==> src/rtl/armaria_pkg.sv <==
// Shared encodings and constants for the armaria core: stack operations,
// privilege modes, the empty-stack sentinel and the exception vector.
package armaria_pkg;

  typedef enum logic [1:0] {
    STACK_NONE = 2'd0,
    STACK_PUSH = 2'd1,
    STACK_POP  = 2'd2,
    STACK_RSVD = 2'd3
  } stack_op_e;

  typedef enum logic {
    MODE_USER = 1'b0,
    MODE_PRIV = 1'b1
  } mode_e;

  localparam logic [31:0] SP_EMPTY         = 32'hFFFF_FFFF;
  localparam int          EXCEPTION_VECTOR = 1;

endpackage

==> src/rtl/privilege_mode_fsm.sv <==
// Two-state privilege FSM. Decides whether this cycle takes an exception or
// a return, and holds the mode seen by the SP bank select.
module privilege_mode_fsm
  import armaria_pkg::*;
(
  input  logic clock,
  input  logic reset,
  input  logic enable,
  input  logic exception_request,
  input  logic exception_return,
  output logic mode_flag,
  output logic take_exception,
  output logic take_return
);

  mode_e state_reg;
  mode_e state_next;

  always_ff @(posedge clock or negedge reset) begin
    if (!reset) begin
      state_reg <= MODE_PRIV;
    end else begin
      state_reg <= state_next;
    end
  end

  always_comb begin
    state_next     = state_reg;
    take_exception = 1'b0;
    take_return    = 1'b0;
    if (enable) begin
      // A request beats a simultaneous return; a return in user mode is dropped.
      if (exception_request) begin
        take_exception = 1'b1;
        state_next     = MODE_PRIV;
      end else if (exception_return && (state_reg == MODE_PRIV)) begin
        take_return = 1'b1;
        state_next  = MODE_USER;
      end
    end
  end

  assign mode_flag = (state_reg == MODE_PRIV);

endmodule

==> src/rtl/pc_sp_register_bank.sv <==
// Architectural PC / banked SP / privilege state feeding the memory address
// handler; commits the handler's next values on each enabled cycle.
module pc_sp_register_bank #(
  parameter int                    DATA_WIDTH       = 32,
  parameter int                    ADDR_WIDTH       = 14,
  parameter logic [ADDR_WIDTH-1:0] PC_RESET         = '0,
  parameter logic [ADDR_WIDTH-1:0] EXCEPTION_VECTOR = ADDR_WIDTH'(armaria_pkg::EXCEPTION_VECTOR),
  parameter logic [DATA_WIDTH-1:0] SP_EMPTY         = '1
) (
  input  logic                  clock,
  input  logic                  reset,
  input  logic                  enable,
  input  logic [ADDR_WIDTH-1:0] next_PC,
  input  logic                  branch_taken,
  input  logic [ADDR_WIDTH-1:0] branch_target,
  input  logic [1:0]            stack_op,
  input  logic [DATA_WIDTH-1:0] next_SP,
  input  logic                  exception_request,
  input  logic                  exception_return,
  output logic [DATA_WIDTH-1:0] current_PC,
  output logic [DATA_WIDTH-1:0] current_SP,
  output logic                  privilege_mode_flag,
  output logic [ADDR_WIDTH-1:0] saved_PC,
  output logic                  stack_overflow,
  output logic                  stack_underflow
);

  import armaria_pkg::*;

  logic [ADDR_WIDTH-1:0] pc_reg;
  logic [ADDR_WIDTH-1:0] pc_next;
  logic [ADDR_WIDTH-1:0] saved_pc_reg;
  logic [DATA_WIDTH-1:0] sp_priv_reg;
  logic [DATA_WIDTH-1:0] sp_user_reg;
  logic                  overflow_reg;
  logic                  underflow_reg;
  logic                  mode_flag;
  logic                  take_exception;
  logic                  take_return;
  logic                  push;
  logic                  pop;
  logic                  overflow_hit;
  logic                  underflow_hit;

  privilege_mode_fsm u_mode_fsm (
    .clock             (clock),
    .reset             (reset),
    .enable            (enable),
    .exception_request (exception_request),
    .exception_return  (exception_return),
    .mode_flag         (mode_flag),
    .take_exception    (take_exception),
    .take_return       (take_return)
  );

  assign push = (stack_op == STACK_PUSH);
  assign pop  = (stack_op == STACK_POP);

  assign current_SP = mode_flag ? sp_priv_reg : sp_user_reg;

  assign overflow_hit  = push && (current_SP != SP_EMPTY) && (next_SP == SP_EMPTY);
  assign underflow_hit = pop && (current_SP == SP_EMPTY);

  always_comb begin
    pc_next = next_PC;
    if (take_exception) begin
      pc_next = EXCEPTION_VECTOR;
    end else if (take_return) begin
      pc_next = saved_pc_reg;
    end else if (branch_taken) begin
      pc_next = branch_target;
    end
  end

  always_ff @(posedge clock or negedge reset) begin
    if (!reset) begin
      pc_reg        <= PC_RESET;
      saved_pc_reg  <= '0;
      sp_priv_reg   <= SP_EMPTY;
      sp_user_reg   <= SP_EMPTY;
      overflow_reg  <= 1'b0;
      underflow_reg <= 1'b0;
    end else if (enable) begin
      pc_reg <= pc_next;
      if (take_exception) begin
        saved_pc_reg <= next_PC;
      end
      // Bank choice uses the registered mode, so a same-cycle mode change
      // still commits to the bank that was active when the op was issued.
      if (push || pop) begin
        if (mode_flag) begin
          sp_priv_reg <= next_SP;
        end else begin
          sp_user_reg <= next_SP;
        end
      end
      if (overflow_hit) begin
        overflow_reg <= 1'b1;
      end
      if (underflow_hit) begin
        underflow_reg <= 1'b1;
      end
    end
  end

  assign current_PC          = {{(DATA_WIDTH-ADDR_WIDTH){1'b0}}, pc_reg};
  assign privilege_mode_flag = mode_flag;
  assign saved_PC            = saved_pc_reg;
  assign stack_overflow      = overflow_reg;
  assign stack_underflow     = underflow_reg;

endmodule

==> config.mk <==
export PLATFORM = sky130hd
export DESIGN_NAME = pc_sp_register_bank
export DESIGN_NICKNAME = d
export VERILOG_FILES = /design/src/rtl/armaria_pkg.sv /design/src/rtl/privilege_mode_fsm.sv /design/src/rtl/pc_sp_register_bank.sv
export SDC_FILE = /design/constraint.sdc
export NUM_CORES = 1
export LEC_CHECK = 0
export BUFFER_PORTS_ARGS = -buffer_cell sky130_fd_sc_hd__buf_2
export CAP_MARGIN = 20
export CORE_MARGIN = 8
export CORE_UTILIZATION = 50
export CTS_CLUSTER_SIZE = 14
export DETAILED_ROUTE_END_ITERATION = 10
export PLACE_DENSITY = 0.83
export SLEW_MARGIN = 10
export SYNTH_ARGS = -nofsm -noshare
export SYNTH_HDL_FRONTEND = slang
export SYNTH_SLANG_ARGS = --single-unit
export TNS_END_PERCENT = 20
==> constraint.sdc <==
create_clock -name clock -period 2 [get_ports clock]
set_input_delay 0.3 -clock clock [delete_from_list [all_inputs] [get_ports clock]]
set_output_delay 0.3 -clock clock [all_outputs]
set_load 0.05 [all_outputs]
==> reports/metrics.csv, run 1 <==
stage,metric,value,unit
drt,routed_via_density,5.28,
drt,ant_nets,0,
cells_and_area,final_core_util,62.5,%
sta,final.setup.worst_slack,-0.0434,ns
synthesis,synthTopCellsByArea,"dfstp_2, mux2_2, dfrtp_1",
cells_and_area,final_nets,578,
min_path,holdCritPathClass,in -> reg,
placed_design,io_buffers,130,
cells_and_area,fin_area,6030,um2
placed_design,dp_hpwl,9070,um
synthesis,synth_enable_flop_cells,0,
clocking,clk-insertion-delay-late,0.36,ns
worst_setup_path,worst_ep_arrival_time,1.74,ns
worst_setup_path,worstPathMaxFanout,7,
worst_setup_path,critical_path_class,reg -> out,
clocking,cts-root-buf,clkbuf_8,
worst_setup_path,worstPathCellList,buf_4 -> mux2_2 -> buf_4,
sta,setup_viol,18,
synthesis,ys.flop_type,dfstp_2,
cells_and_area,area_delta_synth_final,22.9,%
sta,worstMarginPinSlew,0.563,ns
worst_setup_path,slowest_stage,dfstp_4,
sta,report.final.slew_viol_count,0,
sta,hold-worst-slack,0.183,ns
global_routing,grt_pass1_vias,3798,
die,fp.coreArea,9640,um2
synthesis,syn_inst,373,
min_path,hold_end,saved_PC[12]$_DFFE_PN0P_,
synthesis,synth_seq_cells,95,
global_routing,grt_pass1_wl,19800,um
synthesis,yosysTopAreaCell,dfstp_2,
sta,fin_setup_tns,-0.394,ns
clocking,cts_num_sinks,95,
sta,period_needed,2.04,ns
pwr,irDropWorstVdd,555,uV
sta,fmax,489,MHz
drt,vias,3410,
synthesis,synth_most_common_cell,mux2_2,
drt,drt-initial-drc-count,211,
worst_setup_path,worst_r2r_path_depth,5,
worst_setup_path,crit_required,1.70,ns
worst_setup_path,max_stage_delay,0.69,ns
sta,fin_skew,0.0109,ns
worst_setup_path,r2r-end,pc_reg[7]$_DFFE_PN0P_,
sta,grt_setup_unrepaired,yes,
synthesis,ys_async_sr_fraction,100,%
worst_setup_path,r2r-start,u_mode_fsm.mode_flag$_DFFE_PN1P_,
die,die_w,115,um
drt,firstDrtPassIters,6,
clocking,cts_tree,yes,
synthesis,syn_area,4900,um2
cells_and_area,drive_above_1_share,64.7,%
synthesis,syn_area_per_cell,13.1,um2
global_routing,antenna_found_initial,0,
sta,max-slew-margin-rel,62.5,%
die,dieArea,13200,um2
clocking,htree_levels,3,
worst_setup_path,cp-end-kind,output pin,
placed_design,dp.cells,624,
global_routing,grt_overflow_total,0,
synthesis,ys_seq_area_share,50.1,%
status,violations,negative setup slack,
sta,finalHoldViolCount,0,
clocking,ctsLongestPathBuffers,2,
placed_design,place_ws,0.101,ns
die,die_y,115,um
placed_design,gp_congestion,0.820,
clocking,numCtsBuffers,9,
cells_and_area,fillers,784,
placed_design,placed_cell_area,5630,um2
worst_setup_path,start_kind,flip-flop,
min_path,hold_path_depth,2,
pwr,p_leak,2.89,nW
synthesis,synth_common_cells,"mux2_2, dfstp_2, mux2_4",
pwr,power,7.27,mW
synthesis,yosysWarnings,0,
cells_and_area,antennaDiodeCount,0,
global_routing,grt_util_all_layers,18.8,%
flow_run,max_cap_violations,0,
drt,totalWireLength,12000,um
worst_setup_path,rrSetupSlack,0.10,ns
synthesis,synth_cell_type_count,40,
global_routing,grt_max_degree,49,
die,rows,36,
worst_setup_path,path_common_cell,buf_4,
die,initial_utilization,50.9,%
cells_and_area,finalNonFillerCells,646,
die,ioPinCount,149,
synthesis,synth.top_cell.area_share,34.8,%
sta,final.period_utilization,102,%
min_path,hp-start,next_PC[12],
clocking,clk_pin_slew_worst_paths,0.10,ns
pwr,power_density,1210,nW/um2
drt,wl_per_cell,18.6,um
status,outcome,finished with violations,
drt,drc,0,
==> per-layer routing <==
| layer | share of wire, % | routed length (um) | global-route usage (%) | vias up |
|---|---|---|---|---|
| met1 | 42 | 5070 | 22.4 | 1691 |
| li1 | - | - | - | 1569 |
| met2 | 48 | 5750 | 31.6 | 138 |
| met4 | 0.96 | 115 | 5.34 | 0 |
| met5 | 0 | 0 | 0 | - |
| met3 | 9.1 | 1090 | 6.51 | 12 |
==> worst max path at each step <==
stage | startpoint | to | slack, ns | cells past startpoint
final | u_mode_fsm.mode_flag$_DFFE_PN1P_ | current_SP[7] | -0.04 | 3
after global routing | u_mode_fsm.mode_flag$_DFFE_PN1P_ | current_SP[7] | -0.09 | 3
after CTS | u_mode_fsm.mode_flag$_DFFE_PN1P_ | current_SP[16] | -0.06 | 3
after detailed placement | u_mode_fsm.mode_flag$_DFFE_PN1P_ | stack_overflow$_DFFE_PN0P_ | 0.10 | 6
after global placement | u_mode_fsm.mode_flag$_DFFE_PN1P_ | current_SP[16] | 0.15 | 3
after floorplan | u_mode_fsm.mode_flag$_DFFE_PN1P_ | current_SP[10] | 0.01 | 4
==> where the power goes <==
| group | total, mW | switching (mW) | leakage (nW) | internal [mW] |
|---|---|---|---|---|
| Clock | 1.21 | 0.732 | 0.0980 | 0.481 |
| Combinational | 3.05 | 1.81 | 1.73 | 1.24 |
| Sequential | 3.01 | 0.343 | 1.05 | 2.67 |
==> final cells by class <==
class | instances | area, um2 | area share (%)
Timing Repair Buffer | 144 | 972 | 16.1
Inverter | 15 | 56.3 | 0.934
Sequential cell | 95 | 2460 | 40.9
Clock inverter | 7 | 62.6 | 1.04
Multi-Input combinational cell | 243 | 2180 | 36.2
Clock buffer | 9 | 124 | 2.06
Tap cell | 133 | 166 | 2.76
==> timing repair <==
action | in CTS | in global routing
hold buffers | 1 | 0
gates resized for setup | 52 | 9
setup endpoints to repair | 32 | 37
buffers inserted | 5 | 0
endpoints found under the hold margin | 2 | 0
==> cells in the final DEF, fill, tap and decap left out, types with 16 or more instances in the layout <==
cell,Yosys,routed
conb_1,1,18
nand2_1,18,18
mux2_2,69,66
dfrtp_1,30,30
mux2_4,31,34
nand4_1,16,16
buf_6,5,23
buf_4,22,17
buf_2,6,99
dfstp_2,65,64
==> critical path: cells and delay by family, from the launching register on <==
family	cells	cell delay, ns
muxes	1	0.34
DFF	1	0.69
buffers and inverters	2	0.36
==> kinds of logic after synthesis <==
family / after synthesis / synth area share, %
AO/OA/AOI/OAI: 41 / 5.33
buffers and inverters: 52 / 6.94
adder cells (fa/ha/maj): 2 / 0.510
multiplexers: 117 / 28.9
flip-flops: 95 / 50.1
other: 1 / 0.0765
AND/OR/NAND/NOR: 65 / 8.11
(Power assumes the default switching activity.)
==> inputs of run 2 (changes only) <==
- SYNTH_HIERARCHICAL: not set -> 1
==> reports/metrics.csv, run 2 <==
stage,metric,value,unit
placed_design,dp_hpwl,8940,um
worst_setup_path,worstPathMaxFanout,7,
pwr,clockPowerShare,17.6,%
sta,finalHoldViolCount,0,
die,die_y,113,um
worst_setup_path,worstPathCellList,buf_8 -> mux2_2 -> buf_6,
global_routing,antenna_found_initial,2,
sta,fmax,489,MHz
worst_setup_path,worst_ep_arrival_time,1.75,ns
die,rows,35,
drt,firstDrtPassIters,4,
clocking,htree_levels,3,
synthesis,synth_xor_area_share,0,%
pwr,p_leak,2.88,nW
synthesis,synthTopCellsByArea,"dfstp_2, mux2_2, dfrtp_1",
synthesis,synth_seq_cells,95,
worst_setup_path,r2r-start,u_mode_fsm/mode_flag$_DFFE_PN1P_,
synthesis,yosys.area_share.simple,7.59,%
die,die_w,113,um
cells_and_area,fillers,684,
worst_setup_path,rrSetupSlack,0.09,ns
pwr,net-switching-power,2.99,mW
global_routing,grt_util_all_layers,18.6,%
sta,hold-worst-slack,0.135,ns
pwr,p_int,4.69,mW
die,dieArea,12900,um2
placed_design,placed_cell_area,5540,um2
drt,totalWireLength,12300,um
synthesis,yosys.area_share.adder,0.527,%
synthesis,yosysWarnings,6,
synthesis,syn_area_per_cell,12.7,um2
status,violations,negative setup slack,
placed_design,place_ws,0.105,ns
worst_setup_path,slowest_stage,dfstp_4,
clocking,ctsLongestPathBuffers,2,
drt,wl_per_cell,19.0,um
drt,drc,0,
clocking,numCtsBuffers,9,
pwr,p_sw_share,38.9,%
min_path,holdCritPathClass,in -> async,
worst_setup_path,worst_r2r_path_depth,7,
drt,ant_nets,0,
cells_and_area,final_common_cell,buf_2,
worst_setup_path,critical_path_class,reg -> out,
pwr,seq_power_share,39.6,%
sta,fin_setup_tns,-0.785,ns
worst_setup_path,crit_required,1.70,ns
sta,final.period_utilization,102,%
synthesis,synth.top_cell.area_share,36.0,%
synthesis,ys.flop_type,dfstp_2,
cells_and_area,final_nets,585,
drt,drt-initial-drc-count,138,
placed_design,gp_congestion,0.795,
clocking,cts-root-buf,clkbuf_8,
cells_and_area,regArea,2460,um2
global_routing,grt_pass1_vias,3800,
synthesis,synth_most_common_cell,mux2_2,
drt,vias,3490,
worst_setup_path,cp-end-kind,output pin,
worst_setup_path,crit_end,current_SP[7],
placed_design,io_buffers,130,
clocking,clk_pin_slew_worst_paths,0.09,ns
worst_setup_path,max_stage_delay,0.74,ns
worst_setup_path,crit_family,flip-flops,
sta,fin_skew,0.0117,ns
sta,grt_setup_unrepaired,yes,
sta,period_needed,2.05,ns
global_routing,grt_max_degree,46,
cells_and_area,final_cell_mix,"buf_2, mux2_2, dfstp_2",
synthesis,ys_seq_area_share,51.8,%
synthesis,ys_async_sr_fraction,100,%
synthesis,synth_enable_flop_cells,0,
sta,setup_viol,26,
worst_setup_path,cp_num_buf_inv,2,
clocking,clk-insertion-delay-late,0.36,ns
cells_and_area,area_delta_synth_final,30.2,%
pwr,power,7.68,mW
synthesis,synth_cell_type_count,34,
flow_run,max_cap_violations,0,
clocking,cts_tree,yes,
synthesis,synth_compound_area_share,5.48,%
synthesis,syn_area,4750,um2
synthesis,yosysTopAreaCell,dfstp_2,
synthesis,synthMuxAreaShare,27.9,%
die,initial_utilization,51.4,%
drt,routed_via_density,5.38,
pwr,power_density,1240,nW/um2
clocking,cts_num_sinks,95,
placed_design,dp.cells,623,
synthesis,synth_top_family_by_area,multiplexers,
synthesis,syn_inst,373,
worst_setup_path,r2r-end,stack_overflow$_DFFE_PN0P_,
die,ioPinCount,149,
cells_and_area,antennaDiodeCount,0,
cells_and_area,finalNonFillerCells,649,
pwr,combPwrFrac,42.8,%
global_routing,grt_overflow_total,0,
worst_setup_path,start_kind,flip-flop,
sta,report.final.slew_viol_count,0,
global_routing,grt_pass1_wl,19300,um
sta,final.setup.worst_slack,-0.0465,ns
cells_and_area,fin_area,6180,um2
cells_and_area,multi_input_area,2110,um2
worst_setup_path,crit_start,u_mode_fsm/mode_flag$_DFFE_PN1P_,
pwr,irDropWorstVdd,499,uV
die,fp.coreArea,9240,um2
cells_and_area,final_core_util,66.9,%
worst_setup_path,worst-path-stages,3,
status,outcome,finished with violations,
cells_and_area,drive_above_1_share,65.6,%
synthesis,synth_common_cells,"mux2_2, dfstp_2, dfrtp_1",
## run 2: cell types whose count changed in the layout (fill, tap and decap cells not counted), sizes merged, moves of 2 or more
cell	before	now
mux2	103	105
o21ai	13	0
a21oi	2	14
nor2	2	14
buf	143	150
clkbuf	9	12
nand2	19	4
clkinv	3	1
## run 2: timing repair
| item | in CTS | in global routing |
|---|---|---|
| hold buffers | 0 | 0 |
| endpoints found under the hold margin | 0 | 0 |
| endpoints found under the setup margin | 31 | 30 |
| gates cloned | 0 | 2 |
| setup buffers | 5 | 3 |
| gates resized for setup | 43 | 54 |
## run 2: how the worst min path moves through the flow
stage / cells after the start / endpoint / startpoint / slack, ns
after CTS: 1 / sp_priv_reg[19]$_DFFE_PN1P_ / reset / 0.13
after global routing: 1 / sp_priv_reg[19]$_DFFE_PN1P_ / reset / 0.16
final: 1 / sp_priv_reg[8]$_DFFE_PN1P_ / reset / 0.13
after detailed placement: 1 / stack_underflow$_DFFE_PN0P_ / stack_underflow$_DFFE_PN0P_ / 0.46
after global placement: 1 / stack_underflow$_DFFE_PN0P_ / stack_underflow$_DFFE_PN0P_ / 0.46
after floorplan: 0 / pc_reg[0]$_DFFE_PN0P_ / reset / 0.004
## run 2: logic make-up (layout without fill, tap and decap cells)
| group | after synthesis | count (layout) |
|---|---|---|
| other cells | 1 | 18 |
| compound gates | 41 | 41 |
| fa+ha+maj | 2 | 2 |
| mux | 118 | 118 |
| flops | 95 | 95 |
| simple gates | 63 | 63 |
| buf+inv | 53 | 183 |
## run 2: final cells by class
| cell class | instances | area share, % |
|---|---|---|
| flip-flops and latches | 95 | 39.8 |
| clock inverters | 6 | 1.21 |
| clock buffers | 10 | 2.23 |
| multi-input cells | 242 | 34.2 |
| repair buffers | 152 | 19.0 |
| inverters | 15 | 0.911 |
| well taps | 129 | 2.61 |
## run 2: routing by layer
layer	track usage [%]	part of all wire, %	up-vias
li1	-	-	1591
met1	21.5	40	1716
met2	30.4	48	158
met3	7.03	9.5	21
met4	7.55	1.6	4
met5	0	0.25	-
## run 2: power by group through the flow
stage	Sequential [mW]	Clock (mW)	Combinational, mW
after floorplan	3.25	0	1.88
after global placement	3.02	0	2.70
after detailed placement	3.06	0	2.75
after CTS	3.01	1.39	3.00
after global routing	3.11	1.46	3.44
final	3.05	1.35	3.29
